==> src/rtl/rr_arb_ctrl.sv <==
// Round-robin arbiter controller with registered one-hot grant, multi-cycle ownership and rotating priority.
// Optional forced release after MAX_HOLD busy cycles is built when ARB_TIMEOUT_EN is defined.
//
// state  | meaning
// S_IDLE | no owner, o_grant is zero; arbitrates on any nonzero i_req
// S_BUSY | one owner holds o_grant until its i_done bit (or a forced release)
module rr_arb_ctrl #(
    parameter int ARB_WIDTH = 8,
    parameter int ID_W      = 3,
    parameter int MAX_HOLD  = 255
) (
    input  logic                 i_clk,
    input  logic                 i_rst,
    input  logic [ARB_WIDTH-1:0] i_req,
    input  logic [ARB_WIDTH-1:0] i_done,
    output logic [ARB_WIDTH-1:0] o_grant,
    output logic [ID_W-1:0]      o_grant_id,
    output logic                 o_ag,
    output logic [ARB_WIDTH-1:0] o_prior,
    output logic                 o_timeout
);

    if (ARB_WIDTH < 2 || ARB_WIDTH > 32 || (ARB_WIDTH & (ARB_WIDTH - 1)) != 0) begin : g_bad_width
        $error("rr_arb_ctrl: ARB_WIDTH must be a power of two in 2..32");
    end
    if (ID_W != $clog2(ARB_WIDTH)) begin : g_bad_id_w
        $error("rr_arb_ctrl: ID_W must equal log2(ARB_WIDTH)");
    end
    if (MAX_HOLD < 1 || MAX_HOLD > 65535) begin : g_bad_hold
        $error("rr_arb_ctrl: MAX_HOLD must be in 1..65535");
    end

    localparam logic [ARB_WIDTH-1:0] ONE = ARB_WIDTH'(1);

    typedef enum logic {
        S_IDLE = 1'b0,
        S_BUSY = 1'b1
    } state_t;

    state_t               state, state_n;
    logic [ARB_WIDTH-1:0] grant_q, grant_n;
    logic [ID_W-1:0]      grant_id_q, grant_id_n;
    logic                 ag_q, ag_n;
    logic [ARB_WIDTH-1:0] prior_q, prior_n;
    logic                 done_hit;
    logic                 expire;
    logic                 release_now;
    logic [ARB_WIDTH-1:0] prior_rot;

    // Winner is the lowest set request at or above the pointer; otherwise wrap to the lowest set request.
    function automatic logic [ARB_WIDTH-1:0] rr_pick(input logic [ARB_WIDTH-1:0] req,
                                                     input logic [ARB_WIDTH-1:0] prior);
        logic [ARB_WIDTH-1:0] upper;
        upper = req & ~(prior - ONE);
        if (|upper) begin
            return upper & (~upper + ONE);
        end
        return req & (~req + ONE);
    endfunction

    function automatic logic [ID_W-1:0] onehot_to_bin(input logic [ARB_WIDTH-1:0] v);
        logic [ID_W-1:0] id;
        id = '0;
        for (int i = 0; i < ARB_WIDTH; i++) begin
            if (v[i]) begin
                id = id | ID_W'(i);
            end
        end
        return id;
    endfunction

    assign done_hit    = |(i_done & grant_q);
    assign release_now = (state == S_BUSY) && (done_hit || expire);
    assign prior_rot   = {grant_q[ARB_WIDTH-2:0], grant_q[ARB_WIDTH-1]};

    always_comb begin
        state_n = state;
        grant_n = grant_q;
        prior_n = prior_q;
        case (state)
            S_IDLE: begin
                if (|i_req) begin
                    grant_n = rr_pick(i_req, prior_q);
                    state_n = S_BUSY;
                end
            end
            S_BUSY: begin
                if (release_now) begin
                    prior_n = prior_rot;
                    grant_n = rr_pick(i_req, prior_rot);
                    state_n = (|grant_n) ? S_BUSY : S_IDLE;
                end
            end
            default: begin
                state_n = S_IDLE;
                grant_n = '0;
            end
        endcase
        grant_id_n = onehot_to_bin(grant_n);
        ag_n       = |grant_n;
    end

    always_ff @(posedge i_clk) begin
        if (i_rst) begin
            state      <= S_IDLE;
            grant_q    <= '0;
            grant_id_q <= '0;
            ag_q       <= 1'b0;
            prior_q    <= ONE;
        end else begin
            state      <= state_n;
            grant_q    <= grant_n;
            grant_id_q <= grant_id_n;
            ag_q       <= ag_n;
            prior_q    <= prior_n;
        end
    end

`ifdef ARB_TIMEOUT_EN
    localparam logic [15:0] HOLD_LAST = 16'(MAX_HOLD - 1);

    logic [15:0] hold_cnt, hold_cnt_n;
    logic        timeout_q, timeout_n;

    // Expire on the edge that closes the MAX_HOLD-th busy cycle.
    assign expire = (hold_cnt == HOLD_LAST);

    always_comb begin
        hold_cnt_n = hold_cnt + 16'd1;
        if (state == S_IDLE || release_now) begin
            hold_cnt_n = '0;
        end
        timeout_n = release_now && expire && !done_hit;
    end

    always_ff @(posedge i_clk) begin
        if (i_rst) begin
            hold_cnt  <= '0;
            timeout_q <= 1'b0;
        end else begin
            hold_cnt  <= hold_cnt_n;
            timeout_q <= timeout_n;
        end
    end

    assign o_timeout = timeout_q;
`else
    assign expire    = 1'b0;
    assign o_timeout = 1'b0;
`endif

    assign o_grant    = grant_q;
    assign o_grant_id = grant_id_q;
    assign o_ag       = ag_q;
    assign o_prior    = prior_q;

endmodule

==> config.mk <==
export PLATFORM = sky130hd
export DESIGN_NAME = rr_arb_ctrl
export DESIGN_NICKNAME = d
export VERILOG_FILES = /design/src/rtl/rr_arb_ctrl.sv
export SDC_FILE = /design/constraint.sdc
export NUM_CORES = 1
export LEC_CHECK = 0
export BUFFER_PORTS_ARGS = -buffer_cell sky130_fd_sc_hd__buf_2
export CAP_MARGIN = 10
export CORE_ASPECT_RATIO = 0.5
export CORE_MARGIN = 8
export CORE_UTILIZATION = 58
export DETAILED_ROUTE_END_ITERATION = 10
export PLACE_DENSITY = 0.85
export SKIP_CTS_REPAIR_TIMING = 1
export SLEW_MARGIN = 20
export SYNTH_ARGS = -nofsm -noshare
export SYNTH_HDL_FRONTEND = slang
export SYNTH_SLANG_ARGS = --single-unit
==> constraint.sdc <==
create_clock -name i_clk -period 6.05 [get_ports i_clk]
set_input_delay 1.21 -clock i_clk [delete_from_list [all_inputs] [get_ports i_clk]]
set_output_delay 1.21 -clock i_clk [all_outputs]
set_load 0.01 [all_outputs]
==> results of run 1 <==
## critical path: stages
cell and delay, ps:
buf_2 150, nor4_2 480, nand2_1 160, o31ai_1 600, o22ai_1 180, a31oi_1 420
a41oi_1 200, or2_1 260
## per-stage QoR
stage | instances | power [W] | setup WS (ps)
after global routing | 279 | 0.0005203 | 2350
after detailed placement | 275 | 0.0004002 | 2365
after CTS | 279 | 0.0004875 | 2608
final | 279 | 0.0004951 | 2517
after floorplan | 214 | 0.0003372 | 2950
after global placement | 275 | 0.0003984 | 2337
## registers in the layout (all words and copies together) (netlist names)
signal      flops
o_grant         8
o_prior         8
o_grant_id      3
o_ag            1
state           1
## logic make-up after synthesis
| kind of cell | after synthesis | share of synthesized area [%] |
|---|---|---|
| buf+inv | 21 | 5.807 |
| other cells | 1 | 0.2260 |
| compound gates | 62 | 27.53 |
| xor+xnor | 4 | 2.112 |
| simple gates | 100 | 35.60 |
| flops | 21 | 25.34 |
| mux | 3 | 1.885 |
| fa+ha+maj | 2 | 1.508 |
## layout make-up
| cell class | count | area, um2 |
|---|---|---|
| Timing Repair Buffer | 37 | 185.2 |
| Inverter | 8 | 30.03 |
| Tap cell | 37 | 46.29 |
| Clock buffer | 4 | 45.04 |
| Fill cell | 206 | 782.0 |
| Sequential cell | 21 | 420.4 |
| Multi-Input combinational cell | 172 | 1142 |
## cells in the final DEF, fill, tap and decap left out, types with 5 or more instances in the layout
cell type  synthesis  routed
a21oi_1           14      14
dfxtp_1           21      21
buf_2              5      37
nand2_1           32      32
nor2_1            17      17
nand2b_1           6       6
inv_1              8       8
nand4_1            5       5
o21ai_0            6       6
## per-layer routing
metal	part of all wire [%]	vias up
li1	-	856
met1	42	837
met2	41	154
met3	15	17
met4	1.7	0
met5	0	-
## report_power, final
group           total, W  leakage, nW  internal [W]  switching [W]
Sequential      0.000180        0.172      0.000154      0.0000257
Combinational   0.000227        0.548     0.0000891       0.000138
Clock          0.0000881       0.0228     0.0000469      0.0000412
Total           0.000495        0.742      0.000290       0.000205
## worst min-delay path by stage
stage	from	end	slack (ps)	cells past startpoint
3_3_place_gp	o_prior[6]	o_prior[6]	500	2
4_1_cts	o_prior[6]	o_prior[6]	520	2
3_5_place_dp	o_prior[6]	o_prior[6]	510	2
6_report	o_prior[6]	o_prior[6]	530	2
2_1_floorplan	o_grant[6]	o_prior[7]	520	2
5_1_grt	o_prior[6]	o_prior[6]	540	2
==> results.yml, run 1 <==
synth:
  synth_seq_area_share_pct: 25.34
  yosysUniqueCellTypes: 65
  synth_most_common_cell: "nand2_1"
  syn_area_per_cell_um2: 7.753
  synth_largest_area_cell: "dfxtp_1"
  syn_nets: 234
  ys_warn_count: 0
  ys_ff_latch: 21
  synth_top_area_share_pct: 25.34
  ys.flop_type: "dfxtp_1"
  netlist_instances: 214
  synthTopCellsByArea: "dfxtp_1 25%, nand2_1 7.2%, a21oi_1 4.2%, nor2_1 3.8%, nand2b_1 2.3%"
  synthArstFlopShare_pct: 0
  synth.cell_area_um2: 1659
  synth_commonest_cells: "32 x nand2_1, 21 x dfxtp_1, 17 x nor2_1"
  synth_edf_count: 0
sta:
  max_freq_mhz: 283.0
  final_hold_viol_count: 0
  worst_pin_slew_ps: 762.4
  min_period_ps: 3533
  period_share_pct: 58.40
  skew_ps: 2.380
  grt_setup_unrepaired: "no"
  holdWs_ps: 529.4
  finalSetupViolCount: 0
  slew_violations: 0
  fin_tns_setup_ps: 0
  slew_headroom_pct: 49.17
place:
  io_buffers: 37
  dpl-instance-area_um2: 1824
  hpwlAfterDp_mm: 4.321
  globalplace.congestion: 1.086
finish:
  final_layout_size_suffix_gt1_share_pct: 23.14
  layout.nets: 263
  area_growth_pct: 12.67
  diodes: 0
  utilization_pct: 70.51
  fin_area_um2: 1869
power_and_ir_drop:
  pwr_density_cell_nw_per_um2: 264.8
  p_leak_nw: 0.7424
  vdd_drop_max_mv: 0.2563
clocking:
  h-tree-depth: 1
  insertion_delay_ps: 260
  clk_pin_slew_ps: 70
  cts_buffers: 3
  cts_sinks: 21
  cts_root_buf: "clkbuf_8"
  cts_max_path_buffers: 2
  cts_tree: "built"
drt:
  vias: 1864
  drt-total-wl_mm: 5.588
  drtIter0Drc: 229
  first_pass_iters: 5
  vias_per_cell: 6.681
  drc: 0
  ant_nets: 0
  wl_per_cell_um: 20.03
global_route:
  grt_pass1_wl_mm: 8.894
  grt-ovfl-total: 0
  grt_use_met3_pct: 6.648
  grt_max_degree: 22
  grt_pass1_vias: 1723
  antenna_found_initial: 0
  grt.busiest_layer: "met2"
  gr-usage-met2_pct: 35.19
  grt.met1_usage_pct: 29.31
  grt_usage_pct: 22.44
setup_path:
  crit_required_ps: 6190
  crit_fanout: 6
  crit_path_end: "o_ag"
  startpoint: "i_req[3]"
  critPathLaunchType: "input port"
  crit-reg2reg-launch: "o_grant[7]"
  r2r_slack_ps: 2910
  critPathKind: "in2reg"
  critPathArrivalTime_ps: 3670
  worstReg2RegEnd: "o_ag"
  worstSetupEndpointType: "flip-flop"
  ff2ff_path_depth: 10
die:
  die_x_um: 91.64
  core_um2: 2651
  initial_core_util_pct: 62.58
  dieHeight_um: 53.82
  io_pins: 39
  dieArea_um2: 4932
  rows: 13
outcome:
  status: "finished, final reports clean"
min_path:
  min_path_type: "reg2reg"
job:
  cap_viol_max_count: 0
No activity file was read; power rests on OpenSTA's default activity.
==> inputs of run 2 (changes only) <==
--- a/config.mk
+++ b/config.mk
@@ -9,9 +9,9 @@
 export CAP_MARGIN = 10
 export CORE_ASPECT_RATIO = 0.5
 export CORE_MARGIN = 8
-export CORE_UTILIZATION = 58
+export CORE_UTILIZATION = 54
 export DETAILED_ROUTE_END_ITERATION = 10
-export PLACE_DENSITY = 0.85
+export PLACE_DENSITY = 0.8
 export SKIP_CTS_REPAIR_TIMING = 1
 export SLEW_MARGIN = 20
 export SYNTH_ARGS = -nofsm -noshare
==> constraint.sdc (replaced) <==
create_clock -name i_clk -period 3.4 [get_ports i_clk]
set_input_delay 0.68 -clock i_clk [delete_from_list [all_inputs] [get_ports i_clk]]
set_output_delay 0.68 -clock i_clk [all_outputs]
set_load 0.01 [all_outputs]
==> run 2 against run 1 <==
Non-clock buffer count grew 6. Flip-flop and latch count is the same. Clock power grew 88%. Wire length grew 4.2%. Critical endpoint unchanged.
==> results.yml, run 2 (synthesis gave the netlist of run 1 again) <==
drt:
  drtIter0Drc: 249
  first_pass_iters: 6
  ant_nets: 0
  vias: 1930
  drt-total-wl_mm: 5.821
  wl_per_cell_um: 20.21
  vias_per_cell: 6.701
  drc: 0
sta:
  min_period_ps: 3122
  slew_headroom_pct: 49.61
  final_hold_viol_count: 0
  fin_tns_setup_ps: 0
  grt_setup_unrepaired: "no"
  period_share_pct: 91.82
  finalSetupViolCount: 0
  skew_ps: 4.755
  worst_pin_slew_ps: 755.9
  slew_violations: 0
  max_freq_mhz: 320.3
min_path:
  min_path_type: "reg2reg"
setup_path:
  max_stage_delay_ps: 530
  worstSetupEndpointType: "flip-flop"
  crit_fanout: 9
  crit_required_ps: 3610
  critPathKind: "reg2reg"
  critPathArrivalTime_ps: 3330
  critPathLaunchType: "flip-flop"
  path_common_cell: "a41oi_2"
  cp_cell_sequence: "inv_1 > ha_1 > a22oi_1 > a21boi_0 > nor3b_4 > nand4_4 > o311ai_2 > a41oi_2 > a41oi_2 > or2_1"
  crit_slowest_cell: "dfxtp_1"
finish:
  multi_input_comb_area_um2: 1142
  diodes: 0
  fin_area_um2: 1918
  fill_cells: 278
  seq_area_um2: 420.4
  area_growth_pct: 15.61
  final_layout_size_suffix_gt1_share_pct: 25.00
  final_cell_mix: "37 x buf_2, 32 x nand2_1, 21 x dfxtp_1"
  layout.nets: 269
  final_common_cell: "buf_2"
clocking:
  cts_root_buf: "clkbuf_8"
  insertion_delay_ps: 260
  cts_tree: "built"
  cts_buffers: 3
  cts_sinks: 21
  h-tree-depth: 1
  clk_pin_slew_ps: 80
  cts_max_path_buffers: 2
die:
  core_um2: 2960
  dieHeight_um: 55.20
  rows: 14
  die_x_um: 94.39
  dieArea_um2: 5210
  io_pins: 39
  initial_core_util_pct: 56.04
job:
  cap_viol_max_count: 0
global_route:
  grt_pass1_wl_mm: 9.025
  grt_usage_pct: 22.53
  antenna_found_initial: 0
  grt_max_degree: 22
  grt_pass1_vias: 1775
  grt-ovfl-total: 0
outcome:
  status: "finished, final reports clean"
place:
  dpl-instance-area_um2: 1873
  io_buffers: 37
  globalplace.congestion: 1.064
  hpwlAfterDp_mm: 4.460
power_and_ir_drop:
  vdd_drop_max_mv: 0.3102
  p_leak_nw: 0.7742
  pwr_density_cell_nw_per_um2: 471.8
==> run 2: changes by cell type in the layout (fill, tap and decap cells not counted) <==
cell   change
buf_4      +6
==> run 2: report_power, final <==
part | total [W] | internal [W] | switching, W
Sequential | 0.000304 | 0.000273 | 0.0000304
Clock | 0.000166 | 0.0000834 | 0.0000822
Combinational | 0.000435 | 0.000168 | 0.000267
==> run 2: worst paths after layout <==
kind / startpoint / end / slack, ps / depth (start not counted)
setup / recovery: o_grant[7] / o_ag / 280 / 10
setup reg to reg: o_grant[7] / o_ag / 280 / 10
hold reg to reg: o_prior[7] / o_prior[7] / 520 / 2
hold / removal: o_prior[7] / o_prior[7] / 520 / 2
==> run 2: through the flow <==
stage                     std cells  util, %  total power, W  hold slack [ps]  setup slack (ps)
after floorplan                 214        -       0.0005999            519.9             791.2
after global placement          284    63.27       0.0007201            494.7             201.6
after detailed placement        284    63.27       0.0007247            506.1             279.8
after CTS                       288    64.79       0.0008895            517.9             383.0
after global routing            288    64.79       0.0009516            558.7             76.36
final                           288    64.79       0.0009049            518.9             278.2
==> run 2: final cells by class <==
class                      count  share of cell area (%)
multi-input combinational    172                   59.56
sequential                    21                   21.92
timing repair buffer          43                   12.00
tap                           40                   2.609
clock buffer                   4                   2.348
inverter                       8                   1.566
==> run 2: critical path, delay by kind of cell (launching register included) <==
family,cells,cell delay [ps]
flops,1,530
simple gates,3,730
buf+inv,1,160
fa+ha+maj,1,350
compound gates,5,1300
==> run 2: layer usage <==
layer  vias up  wire length, um  GRT usage, %
met5         -                0             0
met4         0              102         5.455
met3        16              961         9.421
met2       134             2278         33.07
met1       906             2480         29.96
li1        874                -             -
==> inputs of run 3 (changes only) <==
--- a/config.mk
+++ b/config.mk
@@ -7,7 +7,6 @@
 export LEC_CHECK = 0
 export BUFFER_PORTS_ARGS = -buffer_cell sky130_fd_sc_hd__buf_2
 export CAP_MARGIN = 10
-export CORE_ASPECT_RATIO = 0.5
 export CORE_MARGIN = 8
 export CORE_UTILIZATION = 54
 export DETAILED_ROUTE_END_ITERATION = 10
==> run 3 against run 2 <==
Cell count is 3.5% lower. Die area is 2.1% lower. First-iteration DRC count is 18% lower. Non-clock buffer count is 3 lower. Critical path depth stayed put. Flip-flop and latch count stayed put. Combinational power is 6.7% lower. Critical endpoint unchanged.
==> results.yml, run 3 (synthesis gave the netlist of run 1 again) <==
outcome:
  status: "finished, final reports clean"
clocking:
  cts_tree: "built"
  h-tree-depth: 1
  cts_root_buf: "clkbuf_4"
  cts_max_path_buffers: 2
  clk_pin_slew_ps: 130
  cts_sinks: 21
  cts_buffers: 3
  insertion_delay_ps: 320
finish:
  fill_cells: 302
  final_common_cell: "buf_2"
  final_layout_size_suffix_gt1_share_pct: 24.49
  final_cell_mix: "37 x buf_2, 32 x nand2_1, 21 x dfxtp_1"
  layout.nets: 266
  diodes: 0
  area_growth_pct: 12.82
global_route:
  grt_pass1_vias: 1730
  grt-ovfl-total: 0
  grt_usage_pct: 20.29
  grt_max_degree: 22
  grt_pass1_wl_mm: 8.342
  antenna_found_initial: 0
sta:
  min_period_ps: 2910
  slew_violations: 0
  worst_pin_slew_ps: 691.8
  period_share_pct: 85.58
  holdWs_ps: 518.6
  slew_headroom_pct: 53.49
  worst_slack_ps: 490.3
  max_freq_mhz: 343.7
  grt_setup_unrepaired: "no"
  skew_ps: 3.951
  final_hold_viol_count: 0
  finalSetupViolCount: 0
  fin_tns_setup_ps: 0
die:
  rows: 20
  initial_core_util_pct: 55.71
  dieHeight_um: 71.43
  io_pins: 39
  core_um2: 2978
  dieArea_um2: 5102
  die_x_um: 71.43
drt:
  vias: 1821
  drtIter0Drc: 203
  wl_per_cell_um: 18.50
  ant_nets: 0
  drc: 0
  drt-total-wl_mm: 5.142
  first_pass_iters: 5
  vias_per_cell: 6.550
place:
  io_buffers: 37
  hpwlAfterDp_mm: 3.910
  pre_cts_ws_ps: 337.3
  globalplace.congestion: 1.013
job:
  cap_viol_max_count: 0
setup_path:
  crit_fanout: 9
  critPathLaunchType: "flip-flop"
  critPathKind: "reg2reg"
  crit_required_ps: 3670
  worstSetupEndpointType: "flip-flop"
  critPathArrivalTime_ps: 3180
power_and_ir_drop:
  vdd_drop_max_mv: 0.3484
  pwr_density_cell_nw_per_um2: 454.5
  p_leak_nw: 0.7482
min_path:
  min_path_type: "reg2reg"
[run 3: cell type report]
class,count,area [um2],area share [%]
Clock buffer,3,22.52,1.203
Sequential cell,21,420.4,22.46
Clock inverter,1,7.507,0.4011
Multi-Input combinational cell,172,1142,61.03
Inverter,8,30.03,1.604
Tap cell,33,41.29,2.206
Timing Repair Buffer,40,207.7,11.10
[run 3: final timing paths]
check	end	slack (ps)	cells past startpoint	from
worst max-delay path	o_ag	490	10	o_grant[7]
worst min-delay path	o_prior[6]	520	2	o_prior[6]
worst min register to register	o_prior[6]	520	2	o_prior[6]
worst max register to register	o_ag	490	10	o_grant[7]
[run 3: per-layer routing]
layer	share of wire, %	global-route usage [%]	vias up
met5	0	0	-
met4	2.9	8.314	0
met3	8.0	4.881	19
met2	46	32.76	88
met1	43	25.04	854
li1	-	-	860
[run 3: worst max-delay path: stages (launching register included)]
cell and delay (ps):
dfxtp_1 500, inv_1 130, ha_1 320, a22oi_1 270, a21boi_0 350, nor3b_4 370
nand4_4 200, o311ai_2 320, a41oi_2 70, a41oi_2 210, or2_1 120
[run 3: power by group]
| group | leakage, nW | internal [W] | switching (W) |
|---|---|---|---|
| logic | 0.562 | 0.000167 | 0.000239 |
| clock network | 0.0139 | 0.0000450 | 0.0000853 |
| registers | 0.172 | 0.000274 | 0.0000413 |
[run 3: metrics by stage]
stage	instances	cell area [um2]	util [%]	total power [W]
3_3_place_gp	274	1842	61.85	0.0007132
2_1_floorplan	214	1659	-	0.0005999
6_report	278	1872	62.86	0.0008508
5_1_grt	278	1872	62.86	0.0008996
3_5_place_dp	274	1842	61.85	0.0007166
4_1_cts	278	1872	62.86	0.0008473
